<file path="src/rtl/ps2_host_tx.sv">
// PS/2 host-to-device transmitter: inhibit, request-to-send, 11-bit frame, ACK.
// Lines are open-drain; ps2c_oe/ps2d_oe = 1 pulls the line low.
module ps2_host_tx #(
  parameter int INHIBIT_CYCLES = 10000,
  parameter int RTS_CYCLES     = 200,
  parameter int TIMEOUT_CYCLES = 2000000,
  parameter int FILTER_LEN     = 8
) (
  input  logic       Reloj,
  input  logic       RST,
  input  logic       ps2c_in,
  input  logic       ps2d_in,
  output logic       ps2c_oe,
  output logic       ps2d_oe,
  input  logic       WR,
  input  logic [7:0] DIN,
  output logic       BUSY,
  output logic       DONE,
  output logic       ERR
);

  localparam int CMAX_IR =
    (INHIBIT_CYCLES > RTS_CYCLES) ? INHIBIT_CYCLES : RTS_CYCLES;
  localparam int CMAX =
    (TIMEOUT_CYCLES > CMAX_IR) ? TIMEOUT_CYCLES : CMAX_IR;
  localparam int CW = $clog2(CMAX + 1);

  typedef logic [CW-1:0] cnt_t;

  localparam cnt_t INH_LAST = cnt_t'(INHIBIT_CYCLES - 1);
  localparam cnt_t RTS_LAST = cnt_t'(RTS_CYCLES - 1);
  localparam cnt_t TMO_LAST = cnt_t'(TIMEOUT_CYCLES - 1);

  typedef enum logic [2:0] {
    S_IDLE,
    S_INHIBIT,
    S_RTS,
    S_DATA,
    S_ACK,
    S_WAIT
  } state_t;

  state_t          state_q, state_d;
  cnt_t            cnt_q, cnt_d;
  logic [9:0]      frame_q, frame_d;
  logic [3:0]      bit_q, bit_d;
  logic            dout_q, dout_d;
  logic            done_q, done_d;
  logic            err_q, err_d;

  logic [1:0]            csync_q;
  logic [1:0]            dsync_q;
  logic [FILTER_LEN-1:0] filt_q;
  logic                  lvl_q, lvl_d;
  logic                  fall;
  logic                  dat_s;
  logic                  abort;

  // Two-flop synchronisers ahead of the clock glitch filter.
  always_ff @(posedge Reloj or posedge RST) begin
    if (RST) begin
      csync_q <= '0;
      dsync_q <= '0;
      filt_q  <= '0;
      lvl_q   <= 1'b0;
    end else begin
      csync_q <= {csync_q[0], ps2c_in};
      dsync_q <= {dsync_q[0], ps2d_in};
      filt_q  <= {filt_q[FILTER_LEN-2:0], csync_q[1]};
      lvl_q   <= lvl_d;
    end
  end

  always_comb begin
    lvl_d = lvl_q;
    if (&filt_q)
      lvl_d = 1'b1;
    else if (~|filt_q)
      lvl_d = 1'b0;
  end

  assign fall  = lvl_q & ~lvl_d;
  assign dat_s = dsync_q[1];

  always_ff @(posedge Reloj or posedge RST) begin
    if (RST) begin
      state_q <= S_IDLE;
      cnt_q   <= '0;
      frame_q <= '0;
      bit_q   <= '0;
      dout_q  <= 1'b0;
      done_q  <= 1'b0;
      err_q   <= 1'b0;
    end else begin
      state_q <= state_d;
      cnt_q   <= cnt_d;
      frame_q <= frame_d;
      bit_q   <= bit_d;
      dout_q  <= dout_d;
      done_q  <= done_d;
      err_q   <= err_d;
    end
  end

  always_comb begin
    state_d = state_q;
    cnt_d   = cnt_q;
    frame_d = frame_q;
    bit_d   = bit_q;
    dout_d  = dout_q;
    done_d  = 1'b0;
    err_d   = 1'b0;
    abort   = 1'b0;

    unique case (state_q)
      S_IDLE: begin
        dout_d = 1'b0;
        if (WR) begin
          state_d = S_INHIBIT;
          cnt_d   = '0;
          frame_d = {1'b1, ~^DIN, DIN};
        end
      end

      S_INHIBIT: begin
        if (cnt_q == INH_LAST) begin
          state_d = S_RTS;
          cnt_d   = '0;
          dout_d  = 1'b1;
        end else begin
          cnt_d = cnt_q + cnt_t'(1);
        end
      end

      S_RTS: begin
        if (cnt_q == RTS_LAST) begin
          state_d = S_DATA;
          cnt_d   = '0;
          bit_d   = '0;
        end else begin
          cnt_d = cnt_q + cnt_t'(1);
        end
      end

      S_DATA: begin
        if (fall) begin
          dout_d  = ~frame_q[0];
          frame_d = {1'b0, frame_q[9:1]};
          bit_d   = bit_q + 4'd1;
          cnt_d   = '0;
          if (bit_q == 4'd9)
            state_d = S_ACK;
        end else if (cnt_q >= TMO_LAST) begin
          abort = 1'b1;
        end else begin
          cnt_d = cnt_q + cnt_t'(1);
        end
      end

      S_ACK: begin
        dout_d = 1'b0;
        if (fall) begin
          cnt_d = '0;
          if (dat_s) begin
            err_d   = 1'b1;
            state_d = S_IDLE;
          end else begin
            state_d = S_WAIT;
          end
        end else if (cnt_q >= TMO_LAST) begin
          abort = 1'b1;
        end else begin
          cnt_d = cnt_q + cnt_t'(1);
        end
      end

      S_WAIT: begin
        if (lvl_q && dat_s) begin
          done_d  = 1'b1;
          state_d = S_IDLE;
        end else if (fall) begin
          cnt_d = '0;
        end else if (cnt_q >= TMO_LAST) begin
          abort = 1'b1;
        end else begin
          cnt_d = cnt_q + cnt_t'(1);
        end
      end

      default: begin
        state_d = S_IDLE;
        dout_d  = 1'b0;
      end
    endcase

    // Device went silent: free the bus and report.
    if (abort) begin
      state_d = S_IDLE;
      dout_d  = 1'b0;
      cnt_d   = '0;
      err_d   = 1'b1;
    end
  end

  assign ps2c_oe = (state_q == S_INHIBIT) || (state_q == S_RTS);
  assign ps2d_oe = dout_q;
  assign BUSY    = (state_q != S_IDLE);
  assign DONE    = done_q;
  assign ERR     = err_q;

endmodule

</file>
<file path="config.mk">
export PLATFORM = sky130hd
export DESIGN_NAME = ps2_host_tx
export DESIGN_NICKNAME = d
export VERILOG_FILES = /design/src/rtl/ps2_host_tx.sv
export SDC_FILE = /design/constraint.sdc
export NUM_CORES = 1
export LEC_CHECK = 0
export CAP_MARGIN = 20
export CORE_UTILIZATION = 35
export CTS_BUF_LIST = sky130_fd_sc_hd__clkbuf_16
export CTS_CLUSTER_DIAMETER = 100
export DETAILED_ROUTE_END_ITERATION = 7
export GPL_ROUTABILITY_DRIVEN = 0
export PLACE_DENSITY = 0.53
export SYNTH_ARGS = -nofsm -noshare
export SYNTH_HDL_FRONTEND = slang
export SYNTH_SLANG_ARGS = --single-unit
export TNS_END_PERCENT = 1
</file>
<file path="constraint.sdc">
create_clock -name Reloj -period 4 [get_ports Reloj]
set_input_delay 0.8 -clock Reloj [delete_from_list [all_inputs] [get_ports Reloj]]
set_output_delay 0.8 -clock Reloj [all_outputs]
set_load 0.005 [all_outputs]
</file>
; After elaboration in Yosys (flattened, before gate mapping)
; Cells that the tools add are included.
[word_totals]
reg_bits = 54
output_inout_bits = 5
[op_classes]
add_sub_neg = 2
n_lt_le_gt_ge = 1
n_eq_ne = 20
n_mux = 40
n_bitwise = 3
reduce_logical = 17
[op_table]
columns = cell, count
row1 = 21-bit 2-to-1 mux, 7
row2 = 21-bit case mux with 5 select lines, 1
row3 = 3-bit 2-to-1 mux, 9
row4 = 3-bit != test (second input constant), 8
row5 = 21-bit by 1-bit adder with 21-bit output (second input constant), 1
row6 = 21-bit by 14-bit == test with 1-bit output (second input constant), 1
row7 = 21-bit by 8-bit == test with 1-bit output (second input constant), 1
row8 = 21-bit >= comparator (second input constant), 1
row9 = 10-bit 2-to-1 mux, 2
row10 = 10-bit case mux with 2 select lines, 1
row11 = 3-bit case mux with 6 select lines, 1
row12 = 1-bit 2-to-1 mux, 14
row13 = 3-bit AND reduction, 4
row14 = 4-bit 2-to-1 mux, 2
row15 = 4-bit case mux with 2 select lines, 1
row16 = 8-bit AND reduction, 1
row17 = 8-bit OR reduction, 1
row18 = 8-bit XNOR reduction, 1
row19 = 7-bit AND reduction, 1
row20 = 3-bit by 2-bit == test with 1-bit output (second input constant), 2
row21 = 3-bit == test (second input constant), 2
row22 = 2-bit != test (second input constant), 3
row23 = 6-bit nonzero test, 1
row24 = 4-bit by 1-bit adder with 4-bit output (second input constant), 1
row25 = other kinds (13), 16

; Longest topological paths before layout
; Gate-level depths: netlist of the first run.
[depth]
depth_word = 10
mapped_depth = 8
ltp_nobuf = 8

; Least setup slack after synthesis of the first run
; Ideal clock, no wire load.
[synth_path]
kind = register to register
from = reg cnt_q[15]
to = reg cnt_q[9]
setup_ps = 121
arrival_time_ps = 2098
setup_slack_ps = 1781
stages_incl_launch_ff = 9
synth_period_minus_slack_ps = 2219
path_cell_list = dfrtp_1 > buf_2 > nor4_4 > nand3_2 > o41ai_4 > a32oi_2 > buf_6 > a21o_1 > a22o_1
[synth_between]
elab_chain_cells = 7
elab_cells_between_ends = 18
[synth_rtl]
columns = item, line_no
row1 = start: declaration, 44  ; cnt_t cnt_q, cnt_d;
row2 = start signal: assignment, 96  ; cnt_q <= cnt_d;
row3 = 21-bit >= comparator, "153, 170, 183"
row4 = 1-bit 2-to-1 mux, "153, 170, 183"
row5 = 1-bit 2-to-1 mux, 146  ; if (fall) begin
row6 = 1-bit 2-to-1 mux, 178  ; if (lvl_q && dat_s) begin
row7 = 1-bit case mux with 2 select lines, 115  ; unique case (state_q)
row8 = 3-bit != test (no line) or 6-bit nonzero test (tied branches), n/a
row9 = 3-bit AND reduction (no line), n/a
; Several ways; a longest one is shown, not always the timed one. The select of a mux whose other input is x is not followed.
; A chain may end at the register's enable or synchronous reset.

; Final worst setup path of the first run
[layout_path]
from = reg state_q[0]
to = out ps2c_oe
[layout_between]
elab_chain_cells = 2
elab_cells_between_ends = 3
[layout_rtl]
columns = item, line_no
row1 = start: declaration, 43  ; state_t state_q, state_d;
row2 = start signal: assignment, 95  ; state_q <= state_d;
row3 = 3-bit by 1-bit == test with 1-bit output or 3-bit by 2-bit == test with 1-bit output (tied branches), 205  ; assign ps2c_oe = (state_q == S_INHIBIT) || (state_q == S_RTS);
row4 = 1-bit logical OR *, 205
row5 = end: declaration, 13  ; output logic ps2c_oe,
; Mark *: on every way between the ends. The rest lies on a longest branch, timed or not.

==> metrics.md, run 1 <==
| Metric | Value |
|---|---|
| Run status | `finished, final reports clean` |
| Avg Cell Area, Syn | `9.22 um2` |
| CP top delay family | `flip-flops` |
| Share of layout cells above drive strength 1 | `7.25%` |
| Crit path buffers/inverters | `1` |
| Setup TNS | `0 ns` |
| Post-synthesis sequential area ratio | `46.4%` |
| Final Hold Viols | `0` |
| H-tree levels | `2` |
| Measured slew at the worst slew-check pin | `0.654 ns` |
| Setup ws final | `1.32 ns` |
| Port Buffers | `17` |
| Pre-CTS setup slack | `1.50 ns` |
| Hold buffer count at cts | `0` |
| First-pass detailed-route iteration total | `4` |
| Core ar. | `7890 um2` |
| Fmax | `373 MHz` |
| # rows | `32` |
| Antenna cell count | `0` |
| Worst Path Required | `3.20 ns` |
| Slowest CP cell | `dfrtp_1` |
| Worst-Skew Late Latency | `0.29 ns` |
| Tcrit/Tclk final | `66.9%` |
| Final wirelength | `5.92 mm` |
| Post-synth top area share | `46.4%` |
| CP max stage delay | `0.61 ns` |
| Postcts setup bufs | `0` |
| Initial antenna violation count | `0` |
| Synth async-reset ratio | `100%` |
| Slew Limit Fails | `0` |
| Area Growth Syn to Fin | `14.6%` |
| Final setup skew | `0.00753 ns` |
| Largest cells by area after synthesis | `dfrtp_1, nand2_1, mux2i_1, o21ai_1, nor2_1` |
| Die height | `93.2 um` |
| Resized Gates After CTS | `0` |
| Cell taking the most area after synthesis | `dfrtp_1` |
| DRT iter0 DRCs | `92` |
| Root Driver | `clkbuf_16` |
| GRT Util Overall | `15.5%` |
| CP Max Fanout | `16` |
| DR WL/cell | `13.7 um` |
| RSZ-0062 raised after global routing | `no` |
| Main flop type after synthesis | `dfrtp_1` |
| Post-Synthesis Net Count | `332` |
| DR vias/cell | `5.35` |
| DRC errors left | `0` |
| Grt ovf | `0` |
| Arrival @ worst endpoint | `1.88 ns` |
| CP startpoint kind | `register` |
| Ys Warns | `0` |
| Period minus WS final | `2.68 ns` |
| Yosys cell types | `53` |
| Crit-path cells | `nand2b_1 -> a21oi_1 -> clkdlybuf4s50_1` |
| Initial Util | `36.9%` |
| Clock buffer depth | `2` |
| DIE AREA | `8690 um2` |
| Max Cap Viol | `0` |
| Setup CP Type | `register to primary output` |
| Post-Syn Area | `2910 um2` |
| Vias in the first global route | `2214` |
| CTS tree | `built` |
| Horiz. Die Dim | `93.2 um` |
| Global-route wire length before repair | `10.7 mm` |
| Pin count of the biggest net entering global routing | `34` |
| Worst min path class | `register to register` |
| Fin util | `42.3%` |
| Worst setup EP type | `primary output` |
| Gate Count Post-Synth | `316` |
| Non-Filler Instances | `433` |
| # IOs | `18` |
| Final setup fails | `0` |
| Synth Register Bits | `54` |
| EDFF count, synth | `0` |
| Leakage | `1.40 nW` |
| Fin nets | `346` |
| CTS buffer count | `5` |
| Via Count | `2315` |
| DRT antenna net count | `0` |
| DP Cell Count | `425` |
| Hpwl dp | `4.29 mm` |
| Clock slew seen by the registers of the worst setup and hold paths | `0.08 ns` |
| Pwr Density | `560 nW/um2` |
| Rel. slew slack | `56.4%` |
| CTS Sinks | `54` |
| VDD IR max | `0.328 mV` |
synth_stat cells (2+ instances only):
cell type / count
a211oi_1: 2
a21o_1: 5
a21oi_1: 9
a22o_1: 5
a31oi_1: 2
a41o_1: 2
buf_2: 3
clkbuf_1: 10
dfrtp_1: 54
ha_1: 3
inv_1: 8
mux2i_1: 15
nand2_1: 52
nand2b_1: 5
nand3_1: 16
nand3b_1: 2
nand4_1: 7
nor2_1: 31
nor3_1: 10
nor4_1: 4
o211ai_1: 3
o21ai_0: 3
o21ai_1: 24
o311ai_1: 4
o41ai_1: 2
or3_1: 2
xnor2_1: 6
xor2_1: 2
logic make-up (layout without fill, tap and decap cells):
group	count (synthesis)	count (layout)	share of synthesized area, %
buffers and inverters	24	39	3.48
muxes	16	16	5.54
adders and majority gates	3	3	1.29
and+or+nand+nor	141	141	23.7
AOI/OAI and AO/OA	70	70	17.2
xor gates and xnor gates	8	8	2.40
DFF	54	54	46.4
report_power, final:
| group | total, mW | leakage, nW | internal (mW) | switching (mW) |
|---|---|---|---|---|
| clock network | 0.452 | 0.0759 | 0.239 | 0.212 |
| logic | 0.693 | 0.627 | 0.305 | 0.387 |
| registers | 0.726 | 0.699 | 0.629 | 0.0963 |
| total | 1.87 | 1.40 | 1.17 | 0.696 |
metal layers:
metal  up-vias  GRT usage [%]  part of all wire, %
li1       1167              -                    -
met1      1093           21.0                   50
met2        45           24.9                   45
met3        10           3.74                  3.4
met4         0           4.23                  1.4
met5         -              0                    0
worst paths after layout:
kind,cells past startpoint,to,startpoint,slack (ns)
min,0,dsync_q[1],dsync_q[0],0.36
min reg2reg,0,dsync_q[1],dsync_q[0],0.36
max,3,ps2c_oe,state_q[0],1.32
min in group asynchronous,2,cnt_q[11],RST,0.91
max in group asynchronous,3,frame_q[0],RST,2.34
max reg2reg,8,cnt_q[19],state_q[2],1.42
flip-flops by register name, indices dropped and copies added, names as in the netlist:
signal,flops
dsync_q,2
ps2d_oe,1
state_q,3
frame_q,10
csync_q,2
cnt_q,21
lvl_q,1
DONE,1
filt_q,8
ERR,1
bit_q,4
through the flow:
step / hold WS (ns) / power (mW) / cell area (um2)
after global routing: 0.366 / 2.01 / 3340
final: 0.355 / 1.87 / 3340
after global placement: 0.333 / 1.43 / 3190
after detailed placement: 0.343 / 1.43 / 3190
after CTS: 0.361 / 1.89 / 3340
after floorplan: 0.331 / 1.25 / 2910
cell usage in the layout (no fill, tap or decap), drive strengths merged, types with 2 or more instances in the layout:
cell type      Yosys  final
a211oi             2      2
a21o               5      5
a21oi              9      9
a22o               5      5
a31oi              2      2
a41o               2      2
buf                5      5
clkbuf            10      5
clkdlybuf4s50      0     17
clkinv             0      2
dfrtp             54     54
ha                 3      3
inv                9     10
mux2i             15     15
nand2             52     52
nand2b             5      5
nand3             17     17
nand3b             2      2
nand4              8      8
nor2              31     31
nor3              10     10
nor4               5      5
o211ai             3      3
o21ai             27     27
o311ai             4      4
o31ai              2      2
o41ai              3      3
or3                2      2
xnor2              6      6
xor2               2      2
final cells by class:
| class | instances | area (um2) |
|---|---|---|
| clock buffers | 5 | 125 |
| clock inverters | 3 | 28.8 |
| fillers | 769 | 4550 |
| inverters | 9 | 33.8 |
| multi-input cells | 238 | 1470 |
| flip-flops and latches | 54 | 1350 |
| well taps | 102 | 128 |
| repair buffers | 22 | 208 |
Power figures use the tool's default switching activity.
==> run 2: changes to the inputs <==
--- a/config.mk
+++ b/config.mk
@@ -11,7 +11,7 @@
 export CTS_CLUSTER_DIAMETER = 100
 export DETAILED_ROUTE_END_ITERATION = 7
 export GPL_ROUTABILITY_DRIVEN = 0
-export PLACE_DENSITY = 0.53
+export PLACE_DENSITY = 0.55
 export SYNTH_ARGS = -nofsm -noshare
 export SYNTH_HDL_FRONTEND = slang
 export SYNTH_SLANG_ARGS = --single-unit
==> constraint.sdc (replaced) <==
create_clock -name Reloj -period 2.22 [get_ports Reloj]
set_input_delay 0.444 -clock Reloj [delete_from_list [all_inputs] [get_ports Reloj]]
set_output_delay 0.444 -clock Reloj [all_outputs]
set_load 0.005 [all_outputs]
==> run 2 against run 1 <==
  * Global-route usage up 1.4 points
  * Final area up 14%
  * Sequential cell count unchanged
  * Core utilization up 5.7 points
  * Via count up 7.4%
  * Combinational power up 140%
  * Highest routed layer unchanged
==> metrics.md, run 2 (synthesized netlist as in run 1, its figures left out) <==
| Metric | Value |
|---|---|
| Slew Limit Fails | `0` |
| Clock buffer depth | `2` |
| Root Driver | `clkbuf_16` |
| Fin nets | `391` |
| Most common cell after layout, fill and taps aside | `dfrtp_1` |
| Period minus WS final | `2.21 ns` |
| Measured slew at the worst slew-check pin | `0.652 ns` |
| Final setup fails | `0` |
| CTS tree | `built` |
| Grt ovf | `0` |
| Post-route cell area | `3790 um2` |
| Max Cap Viol | `0` |
| DR WL/cell | `14.0 um` |
| DR vias/cell | `5.20` |
| Worst setup EP type | `register` |
| Worst min path class | `register to register` |
| Arrival @ worst endpoint | `2.40 ns` |
| Hpwl dp | `4.76 mm` |
| Horiz. Die Dim | `93.2 um` |
| VDD IR max | `0.596 mV` |
| Pin count of the biggest net entering global routing | `42` |
| Leakage | `1.67 nW` |
| Port Buffers | `17` |
| Setup TNS | `0 ns` |
| Vias in the first global route | `2444` |
| Fmax | `453 MHz` |
| Number of flip-flops in the largest register | `21` |
| Antenna cell count | `0` |
| Area Growth Syn to Fin | `30.1%` |
| Run status | `finished, final reports clean` |
| Via Count | `2486` |
| Met2 Usage GRT | `29.0%` |
| First-pass detailed-route iteration total | `4` |
| Worst Path Required | `2.41 ns` |
| Setup CP Type | `register to register` |
| Global-route wire length before repair | `11.6 mm` |
| Grt peak-use layer | `met2` |
| Post-DP Area | `3530 um2` |
| # IOs | `18` |
| Initial Util | `36.9%` |
| CTS Sinks | `54` |
| Largest registers | `cnt_q x21, frame_q x10, filt_q x8` |
| Final Hold Viols | `0` |
| DRT antenna net count | `0` |
| Non-Filler Instances | `478` |
| Clock slew seen by the registers of the worst setup and hold paths | `0.08 ns` |
| Commonest non-fill, non-tap cells in the layout | `dfrtp_1, nand2_1, buf_4, nor2_1, o21ai_1` |
| Tcrit/Tclk final | `99.5%` |
| DIE AREA | `8690 um2` |
| Final Hold Slack | `0.351 ns` |
| # rows | `32` |
| Fin util | `48.1%` |
| Pre-CTS setup slack | `-0.0437 ns` |
| CTS buffer count | `5` |
| Power Total | `3.75 mW` |
| Share of layout cells above drive strength 1 | `22.1%` |
| Met1 Use GR | `22.1%` |
| RSZ-0062 raised after global routing | `yes` |
| Pwr Density | `989 nW/um2` |
| Worst-Skew Late Latency | `0.30 ns` |
| DRT iter0 DRCs | `113` |
| DRC errors left | `0` |
| CP Max Fanout | `8` |
| Final setup skew | `0.00718 ns` |
| GRT Util Overall | `17.0%` |
| Die height | `93.2 um` |
| Hold buffer count at cts | `0` |
| Met3 usage | `2.85%` |
| Rel. slew slack | `56.6%` |
| Initial antenna violation count | `0` |
| H-tree levels | `2` |
| Core ar. | `7890 um2` |
| Setup ws final | `0.0114 ns` |
| DP Cell Count | `467` |
| CP startpoint kind | `register` |
| Biggest register | `cnt_q` |
| Final wirelength | `6.69 mm` |
run 2: routing by layer:
layer / wire (um) / up-vias
li1: - / 1251
met1: 3220 / 1192
met2: 3190 / 34
met3: 191 / 9
met4: 89 / 0
met5: 0 / -
run 2: path summary, 6_finish.rpt:
path                       startpoint          to  slack [ns]  cells past startpoint
max                         cnt_q[10]   cnt_q[10]        0.01                      7
min                        csync_q[1]   filt_q[0]        0.35                      0
max reg2reg                 cnt_q[10]   cnt_q[10]        0.01                      7
min reg2reg                csync_q[1]   filt_q[0]        0.35                      0
max in group asynchronous         RST  state_q[1]        1.24                      3
min in group asynchronous         RST    cnt_q[1]        0.43                      2
run 2: report_power, final:
part	switching (mW)	leakage, nW	internal, mW	total (mW)
combinational	0.871	0.899	0.790	1.66
clock	0.394	0.0748	0.430	0.824
sequential	0.125	0.696	1.14	1.26
run 2: timing repair:
item | 4_1_cts | 5_1_grt
buffers inserted | 0 | 3
setup endpoints to repair | 8 | 23
resized for setup | 4 | 14
pin swaps | 0 | 6
run 2: area by class of cell:
type	instances	area, um2
Timing Repair Buffer	67	577
Clock inverter	3	26.3
Fill cell	715	4100
Sequential cell	54	1350
Multi-Input combinational cell	238	1550
Tap cell	102	128
Inverter	9	33.8
Clock buffer	5	125
run 2: worst max-delay path, cell delays in order (launching register included):
cell     delay (ns)
dfrtp_1        0.39
buf_6          0.13
or3_4          0.39
o41ai_4        0.43
a32oi_4        0.24
buf_4          0.20
a21o_1         0.15
a22o_1         0.17
==> run 3: changes to the inputs <==
--- a/config.mk
+++ b/config.mk
@@ -11,7 +11,8 @@
 export CTS_CLUSTER_DIAMETER = 100
 export DETAILED_ROUTE_END_ITERATION = 7
 export GPL_ROUTABILITY_DRIVEN = 0
-export PLACE_DENSITY = 0.55
+export GPL_TIMING_DRIVEN = 0
+export PLACE_DENSITY = 0.53
 export SYNTH_ARGS = -nofsm -noshare
 export SYNTH_HDL_FRONTEND = slang
 export SYNTH_SLANG_ARGS = --single-unit
==> constraint.sdc (replaced) <==
create_clock -name Reloj -period 2.2 [get_ports Reloj]
set_input_delay 0.44 -clock Reloj [delete_from_list [all_inputs] [get_ports Reloj]]
set_output_delay 0.44 -clock Reloj [all_outputs]
set_load 0.005 [all_outputs]
==> run 3 against run 2 <==
  * The run now ends with negative setup slack left
  * Power grew 5.1%
  * First-iteration DRC count shrank 9.7%
  * Core utilization shrank 1.4 points
  * Via count shrank 2.1%
  * Final area shrank 2.9%
  * Hold slack gained 0.00055 ns
  * Non-clock buffer count shrank 20
  * Worst setup slack lost 0.045 ns
  * Sequential power is essentially flat
  * Critical path type unchanged
==> metrics.md, run 3 (synthesized netlist as in run 1, its figures left out) <==
| Metric | Value |
|---|---|
| Power Total | `3.94 mW` |
| First-pass detailed-route iteration total | `4` |
| Initial Util | `36.9%` |
| Antenna cell count | `0` |
| DRT antenna net count | `0` |
| CP Max Fanout | `7` |
| CP max stage delay | `0.45 ns` |
| Hpwl dp | `4.63 mm` |
| Root Driver | `clkbuf_16` |
| Commonest non-fill, non-tap cells in the layout | `nand2_1, dfrtp_1, nor2_1, o21ai_1, clkdlybuf4s50_1` |
| Hold buffer count at cts | `0` |
| Rel. slew slack | `56.5%` |
| CTS Sinks | `54` |
| Most common cell after layout, fill and taps aside | `nand2_1` |
| Max Cap Viol | `0` |
| # rows | `32` |
| CP startpoint kind | `register` |
| DRC errors left | `0` |
| DIE AREA | `8690 um2` |
| # IOs | `18` |
| Grt ovf | `0` |
| Final wirelength | `6.80 mm` |
| Fin util | `46.7%` |
| Port Buffers | `17` |
| DRT iter0 DRCs | `102` |
| Share of layout cells above drive strength 1 | `21.1%` |
| Pin count of the biggest net entering global routing | `29` |
| Final Hold Viols | `0` |
| Period minus WS final | `2.23 ns` |
| Largest registers | `cnt_q x21, frame_q x10, filt_q x8` |
| Initial antenna violation count | `0` |
| Arrival @ worst endpoint | `2.42 ns` |
| WP depth | `7` |
| CP top delay family | `compound AO/OA/AOI/OAI gates` |
| Leakage | `1.56 nW` |
| Setup ws final | `-0.0339 ns` |
| Via Count | `2435` |
| DR WL/cell | `14.9 um` |
| Core ar. | `7890 um2` |
| R2R depth | `7` |
| Vias in the first global route | `2417` |
| Post-route cell area | `3680 um2` |
| Worst R2R Setup Slack | `-0.03 ns` |
| Slew Limit Fails | `0` |
| DR vias/cell | `5.32` |
| Die height | `93.2 um` |
| Min-delay src | `dsync_q[0]` |
| GRT Util Overall | `17.2%` |
| Post-DP Area | `3230 um2` |
| Setup CP Type | `register to register` |
| Biggest register | `cnt_q` |
| Worst setup EP type | `register` |
| Slowest CP cell | `dfrtp_2` |
| Horiz. Die Dim | `93.2 um` |
| Tcrit/Tclk final | `102%` |
| Final setup fails | `6` |
| Global-route wire length before repair | `11.8 mm` |
| Pwr Density | `1070 nW/um2` |
| Run status | `complete, but fails checks` |
| Worst min path class | `register to register` |
| VDD IR max | `0.609 mV` |
| Fin nets | `371` |
| Clock buffer depth | `2` |
| Final setup skew | `0.00752 ns` |
| CTS tree | `built` |
| Measured slew at the worst slew-check pin | `0.653 ns` |
| Pre-CTS setup slack | `-0.331 ns` |
| Clock slew seen by the registers of the worst setup and hold paths | `0.08 ns` |
| Area Growth Syn to Fin | `26.3%` |
| Worst Path Required | `2.38 ns` |
| Crit-path cells | `nand4bb_1 -> or4_4 -> o31ai_4 -> a32oi_4 -> buf_6 -> o211a_1 -> a221o_1` |
| Failing checks | `negative setup slack` |
| RSZ-0062 raised after global routing | `yes` |
| Crit path from | `cnt_q[7]` |
| Number of flip-flops in the largest register | `21` |
| H-tree levels | `2` |
| Worst-Skew Late Latency | `0.29 ns` |
| Reg2reg start | `cnt_q[7]` |
| CP endpoint | `cnt_q[19]` |
| Crit path buffers/inverters | `1` |
| Fmax | `448 MHz` |
| R2R Path End | `cnt_q[19]` |
| CTS buffer count | `5` |
[run 3: area by class of cell]
| cell class | count | area, um2 |
|---|---|---|
| clock buffer | 5 | 125 |
| multi-input combinational | 238 | 1600 |
| buffer | 12 | 70.1 |
| fill | 743 | 4210 |
| inverter | 9 | 33.8 |
| timing repair buffer | 35 | 332 |
| tap | 102 | 128 |
| clock inverter | 3 | 28.8 |
| sequential | 54 | 1360 |
[run 3: timing repair]
action,in CTS,in global routing
setup buffers,7,9
endpoints found under the setup margin,33,37
gates cloned,1,0
gates resized for setup,24,32
pin swaps,9,9
[run 3: power by group]
| part | switching, mW | internal, mW |
|---|---|---|
| Sequential | 0.111 | 1.15 |
| Combinational | 0.993 | 0.853 |
| Clock | 0.402 | 0.436 |
| Total | 1.51 | 2.43 |
[run 3: metal layers]
layer | global-route usage [%] | wire length [um]
met5 | 0 | 0
met2 | 29.3 | 3370
met1 | 22.8 | 3210
met3 | 3.25 | 172
met4 | 3.46 | 51
[run 3: through the flow]
step                      setup TNS, ns  instances  hold WS (ns)
after floorplan                       0        316         0.331
after global placement           -43.52        435         0.333
after detailed placement          -5.58        436         0.342
after CTS                         -1.06        451         0.359
after global routing              -1.30        458         0.368
final                           -0.0979        458         0.352
[run 3: worst min-delay path by stage]
stage	end	cells past startpoint	slack (ns)
3_3_place_gp	dsync_q[1]	0	0.33
4_1_cts	dsync_q[1]	0	0.36
6_report	dsync_q[1]	0	0.35
3_5_place_dp	dsync_q[1]	0	0.34
5_1_grt	dsync_q[1]	0	0.37
2_1_floorplan	csync_q[1]	0	0.33
[run 3: worst register-to-register path, stage by stage (launching register included)]
cell,delay [ns]
dfrtp_2,0.45
nand4bb_1,0.19
or4_4,0.45
o31ai_4,0.26
a32oi_4,0.23
buf_6,0.18
o211a_1,0.10
a221o_1,0.25
==> patch 1: new RTL, flow settings as in run 1 <==
Set the parameter `FILTER_LEN` to 16 (it was 8).
--- a/src/rtl/ps2_host_tx.sv
+++ b/src/rtl/ps2_host_tx.sv
@@ -6,3 +6,3 @@
   parameter int TIMEOUT_CYCLES = 2000000,
-  parameter int FILTER_LEN     = 8
+  parameter int FILTER_LEN     = 16
 ) (
Behaviour: same outputs for any inputs over 10 cycles, from zero or initial values and one cycle with RST high; that may be too few to reach the edited logic, so the function may still have changed.
==> patch 1 against run 1 <==
  * Count of clock-buffer cells in the layout increased by 4
  * Clock skew increased by 0.0019 ns
  * Core utilization increased by 0.35 points
  * Area after synthesis increased by 9.1%
  * Synthesized cell count increased by 3.2%
  * Sequential cell count increased by 8
  * Register-to-register slack got worse by 0.38 ns
  * Wire length increased by 19%
  * Worst setup slack got worse by 0.28 ns
  * Total power increased by 20%
  * Final area increased by 12%
==> patch 1: results (changes against run 1) <==
outcome=finished clean; number of global-route vias before repair=2,419 (+9.3%); Yosys cell types=57 (+7.5%); FILL cells=875 (+14%); largest stage delay on the critical path=0.57 ns (-0.04 ns); CTS resizes=0 (unchanged); Max clock buf depth=2 (unchanged); initial antenna violation count=0 (unchanged); synth cell count leaders=dfrtp_1, nand2_1, o21ai_0; WP data arrival=3.17 ns (+1.29 ns); drt pass-1 iters=4 (unchanged); Ant. Diodes=0 (unchanged); final net count=355 (+2.6%); Overall Global Routing Usage=15.8% (+0.29 points); Crit path max-delay family=simple AND/OR/NAND/NOR gates; P_leak=1.51 nW (+7.9%); Synth warnings=0 (unchanged); Clock Skews=0.00946 ns (+0.00193 ns); placed cells=436 (+2.6%); largest cells by area after synthesis=dfrtp_1, nand2_1, o21ai_0; Num CTS Buffers=9 (+4); first-pass GRT wire length=12,000 um (+12%); H-Tree Depth=3 (+1); Net Sw Frac=33.0% (-4.2 points); Post-CTS Setup Bufs=0 (unchanged); share of cells above drive strength 1=8.43% (+1.2 points); WL final=7020 um (+19%); peak supply drop=0.299 mV (-8.9%); Worst-path clk slew=0.06 ns (-0.02 ns); clk_lat worst skew=0.33 ns (+0.04 ns); Hold Crit Class=reg -> reg; syn avg cell area=9.75 sq um (+5.8%); DRT iter0 DRCs=104 (+13%); post-synthesis sequential area ratio=48.8% (+2.4 points); largest net degree at the start of global routing=44 (+29%); DR vias=2,537 (+9.6%); CTS root buf=clkbuf_16; CP max-delay cell=dfrtp_1; Regs by FF count=cnt_q: 21 flops, filt_q: 16 flops, frame_q: 10 flops; Worst slew margin=41.3% (-15 points); Wirelength per Cell=15.5 um (+14%); Post-Syn Nets=342 (+3.0%); DPL Wire Length=4770 um (+11%); CP Max Fanout=17 (+1); ys async rst share=100% (unchanged); IO buf count=17 (unchanged); ys flop type=dfrtp_1; DRT antenna net count=0 (unchanged)
==> patch 1: logic make-up after synthesis <==
group	count (synthesis)	share of synthesized area, %
buf+inv	36	5.12
xor+xnor	13	3.58
simple gates	124	21.9
fa+ha+maj	3	1.18
mux	10	3.19
compound gates	78	16.2
flops	62	48.8
==> patch 1: metrics by stage <==
| step | total power (W) | area, sq um | setup WS, ns |
|---|---|---|---|
| finish | 0.00225 | 3740 | 1.04 |
| global route | 0.00239 | 3740 | 0.754 |
| CTS | 0.00228 | 3740 | 1.03 |
| detailed placement | 0.00140 | 3410 | 1.02 |
| global placement | 0.00140 | 3410 | 1.17 |
| floorplan | 0.00124 | 3180 | 1.66 |
==> patch 1: power groups by stage <==
stage / Clock, W / Combinational [W] / Sequential [W]
floorplan: 0 / 0.000477 / 0.000761
global placement: 0 / 0.000594 / 0.000805
detailed placement: 0 / 0.000595 / 0.000809
CTS: 0.000871 / 0.000608 / 0.000799
global route: 0.000897 / 0.000677 / 0.000816
finish: 0.000847 / 0.000604 / 0.000799
==> patch 1: path summary, 6_finish.rpt <==
check                                            start                     end  slack, ns  depth (start not counted)
worst max-delay path            state_q[1]$_DFFE_PP0P_   cnt_q[16]$_DFFE_PP0P_       1.04                          6
worst min-delay path              dsync_q[0]$_DFF_PP0_    dsync_q[1]$_DFF_PP0_       0.35                          0
worst max register to register  state_q[1]$_DFFE_PP0P_   cnt_q[16]$_DFFE_PP0P_       1.04                          6
worst min register to register    dsync_q[0]$_DFF_PP0_    dsync_q[1]$_DFF_PP0_       0.35                          0
max in group asynchronous                          RST  frame_q[6]$_DFFE_PP0P_       2.22                          3
min in group asynchronous                          RST     filt_q[2]$_DFF_PP0_       0.98                          2
==> patch 1: per-layer routing <==
| metal | GRT usage (%) | routed length [um] | up-vias |
|---|---|---|---|
| met5 | 0 | 0 | - |
| met4 | 6.00 | 91 | 0 |
| met3 | 3.45 | 239 | 8 |
| met2 | 24.4 | 3210 | 55 |
| met1 | 21.8 | 3470 | 1235 |
| li1 | - | - | 1239 |
==> patch 1: layout make-up <==
class | count | area [sq um] | area share, %
inverter | 18 | 67.6 | 1.81
sequential | 62 | 1550 | 41.5
clock buffer | 9 | 225 | 6.02
tap | 108 | 135 | 3.61
timing repair buffer | 20 | 193 | 5.15
clock inverter | 7 | 104 | 2.78
multi-input combinational | 228 | 1470 | 39.2
==> patch 2: new RTL, config.mk and constraints of run 1 <==
Without the edit above. Encoding of `state_t`: now one-hot (6 bits for 6 states).
--- a/src/rtl/ps2_host_tx.sv
+++ b/src/rtl/ps2_host_tx.sv
@@ -33,9 +33,9 @@
 
-  typedef enum logic [2:0] {
-    S_IDLE,
-    S_INHIBIT,
-    S_RTS,
-    S_DATA,
-    S_ACK,
-    S_WAIT
+  typedef enum logic [5:0] {
+    S_IDLE    = 6'b000001,
+    S_INHIBIT = 6'b000010,
+    S_RTS     = 6'b000100,
+    S_DATA    = 6'b001000,
+    S_ACK     = 6'b010000,
+    S_WAIT    = 6'b100000
   } state_t;
Function: no difference found for any inputs over 10 cycles, from zero or initial values and one cycle with RST high; not proved beyond that.
==> patch 2 against run 1 <==
  * Sequential cell count is 3 higher
  * Register-to-register slack worse by 0.04 ns
  * Maximum frequency down 11%
  * Wire length grew 20%
  * Count of clock-buffer cells in the layout rose by 4
  * Final area rose by 6.2%
  * Sequential share of layout area decreased by 0.20 points
  * Critical path type unchanged
  * First-iteration DRC count is 67% higher
  * Largest power group unchanged
  * Highest routed layer unchanged
  * Worst setup slack worse by 0.33 ns
  * Total power rose by 10%
  * Area after synthesis is 5.2% higher
==> patch 2: results (changes against run 1) <==
largest net degree at the start of global routing=36 (+5.9%); Pwr Total=0.00206 W (+10%); P_sw=0.000748 W (+7.5%); Compound-Gate Fraction of Synth Area=15.8% (-1.4 points); largest cells by area after synthesis=dfrtp_1, nand2_1, nor2_1; Pwr Density=581 nW/um^2 (+3.9%); met2 usage=27.7% (+2.8 points); Clock Power=0.000653 W (+44%); Final clock-cell share=7.16% (+2.6 points); bufs w/o clock=19 (-14%); synth cell count leaders=dfrtp_1, nand2_1, nor2_1; largest stage delay on the critical path=0.50 ns (-0.11 ns); number of multi-input logic gates=251 (+5.5%); Synth warnings=0 (unchanged); CP Max Fanout=11 (-5); placed cells=440 (+3.5%); CP max-delay cell=clkdlybuf4s50_1; Signal inverters=8 (-1); adder-cell share of the synthesized area=1.22% (-0.064 points); FILL cells=850 (+11%); first-pass GRT wire length=12,000 um (+12%); Crit path max-delay family=simple AND/OR/NAND/NOR gates; Placed Area=3290 sq um (+3.3%); DR vias=2,500 (+8.0%); share of cells above drive strength 1=8.00% (+0.75 points); number of global-route vias before repair=2,385 (+7.7%); peak supply drop=0.235 mV (-28%); H-Tree Depth=3 (+1); Worst-path clk slew=0.05 ns (-0.03 ns); syn avg cell area=9.21 sq um (-0.17%); DPL Wire Length=4990 um (+16%); number of core rows=33 (+3.1%); mux contribution to synthesized area=0% (-5.5 points); DRT iter0 DRCs=154 (+67%); outcome=finished clean; fraction of cell area in non-clock buffers=5.22% (-1.0 points); clock sink count=57 (+5.6%); drt pass-1 iters=4 (unchanged); met3 WL post-DR=198 um (-2.9%); Post-Syn Nets=349 (+5.1%); Clock Skews=0.00474 ns (-0.00279 ns); WL final=7100 um (+20%); Worst R2R Path Depth=7 (-1); met1 wire length=3290 um (+12%); worst slack, placed=1.33 ns (-0.173 ns); Overall Global Routing Usage=17.5% (+1.9 points); worst-margin pin slew=0.824 ns (+0.170 ns); Flop pwr share=35.4% (-3.4 points); WL met2=3450 um (+28%); clk_lat worst skew=0.32 ns (+0.03 ns); final std cells w/o fill=455 (+5.1%); WP data arrival=2.21 ns (+0.33 ns); Num CTS Buffers=9 (+4); multi-input logic area=1520 sq um (+3.6%); Post-Synth XOR/XNOR Area=5.14% (+2.7 points); met1 Use GR=22.3% (+1.3 points); P_leak=1.43 nW (+2.2%); met3 Usage GRT=4.39% (+0.65 points); Seq/total area=40.3% (-0.20 points)
-- patch 2: changes by cell type in the layout (fill, tap and decap cells not counted), moves of 8 or more --
| cell | change |
|---|---|
| xor2_1 | +8 |
| a31oi_1 | +10 |
| mux2i_1 | -15 |
| nor4_1 | +8 |
| o21ai_0 | +11 |
| o21ai_1 | -23 |
-- patch 2: path summary, 6_finish.rpt --
| check | startpoint | to | slack [ns] |
|---|---|---|---|
| min | dsync_q[0]$_DFF_PP0_ | dsync_q[1]$_DFF_PP0_ | 0.35 |
| min reg2reg | dsync_q[0]$_DFF_PP0_ | dsync_q[1]$_DFF_PP0_ | 0.35 |
| max | state_q[3]$_DFFE_PP0P_ | ps2c_oe | 0.99 |
| max in group asynchronous | RST | state_q[0]$_DFFE_PP1P_ | 2.24 |
| min in group asynchronous | RST | DONE$_DFF_PP0_ | 0.92 |
| max reg2reg | cnt_q[0]$_DFFE_PP0P_ | cnt_q[16]$_DFFE_PP0P_ | 1.38 |
